### config.mk
export PLATFORM = sky130hd
export DESIGN_NAME = hazard_ctrl_unit
export DESIGN_NICKNAME = d
export VERILOG_FILES = /design/src/rtl/hazard_ctrl_unit.sv
export SDC_FILE = /design/constraint.sdc
export NUM_CORES = 1
export LEC_CHECK = 0
export CAP_MARGIN = 20
export CORE_ASPECT_RATIO = 0.8
export CORE_UTILIZATION = 35
export DETAILED_ROUTE_END_ITERATION = 12
export MAX_ROUTING_LAYER = met4
export PLACE_DENSITY = 0.86
export RECOVER_POWER = 100
export SYNTH_ARGS = -nofsm -noshare
export SYNTH_HDL_FRONTEND = slang
export SYNTH_SLANG_ARGS = --single-unit
export TNS_END_PERCENT = 50
### constraint.sdc
create_clock -name i_clk -period 2 [get_ports i_clk]
set_input_delay 0.4 -clock i_clk [delete_from_list [all_inputs] [get_ports i_clk]]
set_output_delay 0.4 -clock i_clk [all_outputs]
set_load 0.005 [all_outputs]
### src/rtl/hazard_ctrl_unit.sv
// -----------------------------------------------------------------------------
// hazard_ctrl_unit
//   Hazard and forwarding controller for a 5-stage MIPS pipeline.
//   - Stalls PC/IF-ID and bubbles ID/EX on load-use hazards, on branch-in-ID
//     operand hazards, and on HI/LO readers while the mult/div unit is busy.
//   - Flushes IF/ID on a taken branch or jump that is not itself stalled.
//   - Selects EX-stage operand forwarding from MEM (priority) or WB.
//   - Tracks the multi-cycle mult/div unit with a two-state busy FSM.
//
// Ports
//   i_clk, i_rst                 clock (rising edge), synchronous active-high reset
//   i_jump, i_branch_id,
//   i_branch_taken               control-flow info for the instruction in ID
//   i_rs_id, i_rt_id             source registers in ID
//   i_rs_ex, i_rt_ex, i_wr_ex    source/destination registers in EX
//   i_reg_write_ex,
//   i_mem_read_ex                EX writes regfile / EX is a load
//   i_wr_mem, i_reg_write_mem,
//   i_mem_read_mem               MEM destination / writes regfile / is a load
//   i_wr_wb, i_reg_write_wb      WB destination / writes regfile
//   i_md_start_ex                mult/div start pulse from EX
//   i_hilo_use_id                ID instruction touches HI/LO
//   o_stall, o_bubble, o_flush   pipeline control
//   o_fwd_a, o_fwd_b             forwarding selects: 00 regfile, 10 MEM, 01 WB
//   o_md_busy                    mult/div in progress (registered)
// -----------------------------------------------------------------------------
module hazard_ctrl_unit #(
  parameter int NB_REG     = 5,
  parameter int MD_LATENCY = 8
) (
  input  logic              i_clk,
  input  logic              i_rst,
  input  logic              i_jump,
  input  logic              i_branch_id,
  input  logic              i_branch_taken,
  input  logic [NB_REG-1:0] i_rs_id,
  input  logic [NB_REG-1:0] i_rt_id,
  input  logic [NB_REG-1:0] i_rs_ex,
  input  logic [NB_REG-1:0] i_rt_ex,
  input  logic [NB_REG-1:0] i_wr_ex,
  input  logic              i_reg_write_ex,
  input  logic              i_mem_read_ex,
  input  logic [NB_REG-1:0] i_wr_mem,
  input  logic              i_reg_write_mem,
  input  logic              i_mem_read_mem,
  input  logic [NB_REG-1:0] i_wr_wb,
  input  logic              i_reg_write_wb,
  input  logic              i_md_start_ex,
  input  logic              i_hilo_use_id,
  output logic              o_stall,
  output logic              o_bubble,
  output logic              o_flush,
  output logic [1:0]        o_fwd_a,
  output logic [1:0]        o_fwd_b,
  output logic              o_md_busy
);

  localparam int NB_CNT = (MD_LATENCY > 1) ? $clog2(MD_LATENCY) : 1;

  typedef enum logic {
    MD_IDLE = 1'b0,
    MD_BUSY = 1'b1
  } md_state_e;

  md_state_e           state_q, state_d;
  logic [NB_CNT-1:0]   cnt_q, cnt_d;

  // Register 0 is hardwired to zero, so it never matches as a producer.
  function automatic logic reg_hit(input logic [NB_REG-1:0] dst,
                                   input logic [NB_REG-1:0] src);
    return (dst != '0) && (dst == src);
  endfunction

  function automatic logic [1:0] fwd_sel(input logic [NB_REG-1:0] src);
    if (i_reg_write_mem && reg_hit(i_wr_mem, src))     return 2'b10;
    else if (i_reg_write_wb && reg_hit(i_wr_wb, src))  return 2'b01;
    else                                               return 2'b00;
  endfunction

  // ---------------------------------------------------------------------------
  // Mult/div busy FSM: state register
  // ---------------------------------------------------------------------------
  // NOTE: sequential state uses non-blocking assignments only, so every flop
  // samples the pre-edge value of its neighbours regardless of block order.
  always_ff @(posedge i_clk) begin
    if (i_rst) begin
      state_q <= MD_IDLE;
      cnt_q   <= '0;
    end else begin
      state_q <= state_d;
      cnt_q   <= cnt_d;
    end
  end

  // Next-state logic. The counter is loaded with MD_LATENCY-1 because the
  // start cycle itself already counts toward the latency.
  always_comb begin
    // NOTE: every combinational output gets a default first; a path that
    // leaves a variable unassigned would infer a latch.
    state_d = state_q;
    cnt_d   = cnt_q;
    unique case (state_q)
      MD_IDLE: begin
        if (i_md_start_ex) begin
          state_d = MD_BUSY;
          cnt_d   = NB_CNT'(MD_LATENCY - 1);
        end
      end
      MD_BUSY: begin
        if (cnt_q == NB_CNT'(1)) begin
          state_d = MD_IDLE;
          cnt_d   = '0;
        end else begin
          cnt_d   = cnt_q - NB_CNT'(1);
        end
      end
      default: begin
        state_d = MD_IDLE;
        cnt_d   = '0;
      end
    endcase
  end

  // Output logic
  always_comb begin
    o_md_busy = (state_q == MD_BUSY);
  end

  // ---------------------------------------------------------------------------
  // Hazard detection and forwarding
  // ---------------------------------------------------------------------------
  logic load_use, br_hz, md_hz, hazard;

  always_comb begin
    load_use = i_mem_read_ex && (reg_hit(i_wr_ex, i_rs_id) || reg_hit(i_wr_ex, i_rt_id));

    // A branch compares in ID, so it must wait for an ALU result still in EX
    // or for load data still in MEM.
    br_hz = i_branch_id &&
            ((i_reg_write_ex && (reg_hit(i_wr_ex, i_rs_id)  || reg_hit(i_wr_ex, i_rt_id))) ||
             (i_mem_read_mem && (reg_hit(i_wr_mem, i_rs_id) || reg_hit(i_wr_mem, i_rt_id))));

    // The start cycle itself is covered by i_md_start_ex, before busy rises.
    md_hz  = i_hilo_use_id && (o_md_busy || i_md_start_ex);
    hazard = load_use || br_hz || md_hz;

    o_stall  = 1'b0;
    o_bubble = 1'b0;
    o_flush  = 1'b0;
    o_fwd_a  = 2'b00;
    o_fwd_b  = 2'b00;
    if (!i_rst) begin
      o_stall  = hazard;
      o_bubble = hazard;
      // A stalled branch/jump re-resolves next cycle, so it must not flush yet.
      o_flush  = (i_jump || i_branch_taken) && !hazard;
      o_fwd_a  = fwd_sel(i_rs_ex);
      o_fwd_b  = fwd_sel(i_rt_ex);
    end
  end

endmodule

Word level (Yosys, flattened, before mapping)
Index checks and enable logic that the tools add are counted.
- bits in registers: 4
- input bits: 47
- word-level logic and storage cells: 57
- add/subtract/negate cells: 1
- equality and inequality tests: 10
- multiplexer cells: 14
- bitwise gates (word level): 1
- reductions and logical operators: 29
- operators by type and width (cell ; count):
    $eq A5 B5 Y1 ; 8
    $logic_and A1 B1 Y1 ; 18
    $reduce_bool A5 Y1 ; 3
    $mux W2 ; 4
    $logic_or A1 B1 Y1 ; 7
    $mux W1 ; 6
    $mux W3 ; 2
    $pmux W3 S2 ; 1
    $eq A3 B1 Y1 const B ; 1
    $sub A3 B1 Y3 const B ; 1
    $ne A2 B2 Y1 const B ; 1
    $pmux W1 S2 ; 1
    $logic_not A1 Y1 ; 1
    $not A1 Y1 ; 1

Logic depth before layout (Yosys ltp)
Gate-level depths: netlist (run 1).
- depth after elaboration: 11
- depth in mapped cells: 7
- depth with buffers taken out: 6

Worst setup path before layout (run 1)
Ideal clock, no wire load.
- kind: input port to output port
- start: input i_wr_mem[4]
- end: output o_stall
- data arrival time: 1483 ps
- required time: 1600 ps
- slack: 117 ps
- cell stages on the path: 7
- buffers on the path: 2
- path through: buf_2 xnor2_1 nand3_1 nor3_1 o2111ai_1 a31oi_1 buf_4
- cells in the longest elaborated chain, start to end: 9
- elaborated cells on any way between the ends: 12
- those cells by class: eq/ne: 2; mux: 1; reduce/logical: 9
- RTL lines (what ; line ; source):
    start, declared ; 43 ; input logic [NB_REG-1:0] i_wr_mem,
    $eq A5 B5 Y1 / $reduce_bool A5 Y1 (equally long branches) ; 71 ; return (dst != '0) && (dst == src);
    $logic_and A1 B1 Y1 ; 71 ;
    $logic_or A1 B1 Y1 * ; 141 ; (i_mem_read_mem && (reg_hit(i_wr_mem, i_rs_id) || reg_hit(i_wr_mem, i_rt_id))));
    $logic_and A1 B1 Y1 * ; 141 ;
    $logic_or A1 B1 Y1 * ; 140 ; ((i_reg_write_ex && (reg_hit(i_wr_ex, i_rs_id) || reg_hit(i_wr_ex, i_rt_id))) ||
    $logic_and A1 B1 Y1 * ; 139 ; br_hz = i_branch_id &&
    $logic_or A1 B1 Y1 * (2 in series) ; 145 ; hazard = load_use || br_hz || md_hz;
    $mux W1 * ; - ;
    end, declared ; 50 ; output logic o_stall,
Mark *: on every way between the ends. The rest lies on a longest branch, timed or not.

Final worst setup path (run 1)
- start: input i_rt_id[1]
- end: output o_stall
- cells in the longest elaborated chain, start to end: 9
- elaborated cells on any way between the ends: 14
- those cells by class: eq/ne: 2; mux: 1; reduce/logical: 11
- RTL lines (what ; line ; source):
    start, declared ; 37 ; input logic [NB_REG-1:0] i_rt_id,
    $eq A5 B5 Y1 ; 71 ;
    $logic_and A1 B1 Y1 ; 71 ;
    $logic_or A1 B1 Y1, on equally long branches ; 135, 140, 141 ;
    $logic_and A1 B1 Y1, on equally long branches ; 140, 141 ;
    $logic_or A1 B1 Y1 ; 140 ;
    $logic_and A1 B1 Y1 ; 139 ;
    $logic_or A1 B1 Y1 * (2 in series) ; 145 ;
    $mux W1 * ; 152 ; if (!i_rst) begin
Marked as above.

==> metrics.md, run 1 <==
| Metric | Value |
|---|---|
| Wire length per cell | `17.9 um` |
| Antenna Nets Post-Route | `0` |
| Critical path arrival | `1700 ps` |
| Nets | `239` |
| CTS tree | `done` |
| Power Dens Cells | `328 nW/um^2` |
| Worst skew pair latency | `230 ps` |
| DIE AREA | `2510 um^2` |
| Die height | `45.0 um` |
| Post-route DRC | `0` |
| GR Util All Layers | `27.7%` |
| Clk slew on worst S/H paths | `40 ps` |
| Hold WC Path Type | `flip-flop to flip-flop` |
| Congestion Overflow GR | `0` |
| Cells on Worst Hold Path | `2` |
| Layout area overhead | `111%` |
| First-pass DRT Iterations | `6` |
| Initial Util | `37.4%` |
| Core Util, Final | `78.8%` |
| Tmin final | `2100 ps` |
| Worst-case reg-to-reg path depth | `5` |
| Startpoint types | `input pin` |
| Fin crit share | `105%` |
| Lkg Pwr | `0.749 nW` |
| Failing checks | `negative setup slack` |
| Worst path slowest cell | `nor3_2` |
| Worst slew margin | `75.9%` |
| Yosys warns | `0` |
| Most common cell in the netlist | `xnor2_1` |
| TritonCTS Buffers | `3` |
| Max clock buf depth | `2` |
| Via Count | `1162` |
| Fin Hold WS | `532 ps` |
| Post-synth top area share | `26.0%` |
| Clk_skew | `3.01 ps` |
| Area post-placement | `1510 um^2` |
| DR iter-0 viols | `53` |
| I/O pin total | `55` |
| Row count | `15` |
| Largest cells by area after synthesis | `xnor2_1 (26%), xor2_1 (17%), dfxtp_1 (9.9%)` |
| Synth Net Count | `159` |
| Highest Clock Rate | `476 MHz` |
| Layout cells sized above 1 | `50.0%` |
| Post-Synthesis Cells | `110` |
| Max cap viols | `0` |
| Chip width | `55.7 um` |
| Initial antenna violation count | `0` |
| Port Buf Inserts | `54` |
| Reg-to-Reg End | `cnt_q[2]` |
| FFs w/ async S/R, synth | `0%` |
| Most frequent cells after synthesis | `xnor2_1 (24), xor2_1 (16), nor3_1 (10)` |
| RSZ-0062 raised after global routing | `true` |
| Design area | `1700 um^2` |
| RePlAce Congestion | `0.813` |
| Final HPWL DP | `2420 um` |
| DR vias/cell | `5.46` |
| Crit path max-delay family | `buffers and inverters` |
| Worst path buffer plus inverter count | `3` |
| Syn_area_per_cell | `7.35 um^2` |
| Crit. End Element | `output pin` |
| Sequence of cells on the critical path | `buf_4 > xnor2_4 > nand3_2 > nor3_2 > o2111ai_2 > buf_4 > a31oi_4 > buf_2` |
| Status | `finished, violations left` |
| Netlist Area Pre-Place | `808 um^2` |
| R2R Setup Slk | `760 ps` |
| Largest net degree at the start of global routing | `10` |
| First-pass GRT wire length | `5220 um` |
| # H-tree levels | `1` |
| Slowest Stage Delay on Critical Path | `230 ps` |
| Cts-stage hold buffer count | `0` |
| Post-synth EDFFs | `0` |
| Worst hold start | `cnt_q[2]` |
| Slew Viols, Final | `0` |
| Flops & latches, synth | `4` |
| Total Routed Length | `3810 um` |
| Final Hold Fails | `0` |
| Root Driver | `clkbuf_4` |
| Number of global-route vias before repair | `1145` |
| Post-synth top area cell | `xnor2_1` |
| Worst EP required | `1600 ps` |
| Clk sink count | `4` |
| # setup viols final | `2` |
| Netlist cell types | `27` |
| Reg-to-Reg Start | `o_md_busy` |
| Diode count | `0` |
| Core Area | `2160 um^2` |
| Worst Tran Pin Value | `361 ps` |
| CP Class | `input pin to output pin` |
| Critical Path Fanout Max | `2` |
| Register area share after synthesis | `9.91%` |
| Hold path endpoint | `cnt_q[2]` |
| Fin worst setup slack | `-99.2 ps` |
| VDD IR max | `0.274 mV` |
| Predominant post-synthesis flop cell | `dfxtp_1` |
| CP most frequent cell | `buf_4` |
==> through the flow <==
stage,total power [mW],setup TNS [ps],instances,setup slack (ps)
5_1_grt,0.591,-496,213,-168
3_5_place_dp,0.406,-4880,205,-811
4_1_cts,0.513,-57.1,213,-32.8
2_1_floorplan,0.227,0,110,117
6_report,0.557,-187,213,-99.2
3_3_place_gp,0.390,-4320,205,-688
==> worst reg2reg max path: cells and delay by family, from the launching register on <==
| kind | cells | cell delay (ps) |
|---|---|---|
| compound gates | 2 | 320 |
| buf+inv | 1 | 310 |
| flops | 1 | 340 |
| simple gates | 2 | 210 |
==> where the power goes <==
part / leakage, nW / switching [mW] / internal, mW
clock: 0.0138 / 0.0329 / 0.0671
combinational: 0.702 / 0.169 / 0.194
sequential: 0.0335 / 0.00615 / 0.0888
total: 0.749 / 0.208 / 0.350
==> cell usage in the layout, fill, tap and decap left out, types with 5 or more instances in the layout <==
| master | n |
|---|---|
| a21oi_1 | 5 |
| buf_2 | 16 |
| buf_4 | 24 |
| buf_6 | 9 |
| clkbuf_2 | 5 |
| clkdlybuf4s50_1 | 8 |
| dlygate4sd2_1 | 7 |
| nand3_1 | 5 |
| nor2_1 | 8 |
| nor3_2 | 7 |
| xnor2_1 | 15 |
| xnor2_2 | 7 |
| xor2_1 | 15 |
==> flip-flops by register name, summed over array words and instances, names as in the netlist <==
register,cells
cnt_q,3
o_md_busy,1
==> worst max path at each step <==
stage | startpoint | endpoint | slack, ps | cells past startpoint
after floorplan | i_wr_mem[4] | o_stall | 120 | 7
after global placement | i_wr_wb[4] | o_fwd_b[0] | -690 | 6
after detailed placement | i_wr_wb[4] | o_fwd_b[0] | -810 | 6
after CTS | i_rt_ex[3] | o_fwd_b[1] | -30 | 5
after global routing | i_rs_id[4] | o_stall | -170 | 9
final | i_rt_id[1] | o_stall | -100 | 8
==> logic make-up after synthesis <==
logic type	synth area share, %
xor gates and xnor gates	43.3
and+or+nand+nor	25.5
AOI/OAI and AO/OA	10.8
buffers and inverters	7.27
DFF	9.91
adders and majority gates	3.10
==> layer usage <==
metal  global-route usage, %  vias to the layer above  wire [um]
met5                       -                        -          0
met4                    8.50                        0        196
met3                    4.58                       24        216
met2                    54.0                       54       2010
met1                    29.5                      555       1390
li1                        -                      529          -
==> layout make-up <==
cell class              count  area (um^2)
multi-input cells          95          882
clock buffers               3         22.5
inverters                   3         11.3
well taps                  25         31.3
flip-flops and latches      4         80.1
repair buffers             83          674
fillers                   144          457
==> repair_timing <==
action	CTS	global route
pin swaps	30	17
buffers inserted	6	0
setup endpoints to repair	7	6
resized for setup	153	44
No activity file was read; power rests on OpenSTA's default activity.
==> inputs of run 2 (changes only) <==
- CAP_MARGIN: 20 -> 30
==> results of run 2 <==
Final layout, timing and power as in run 1 (identical DEF).
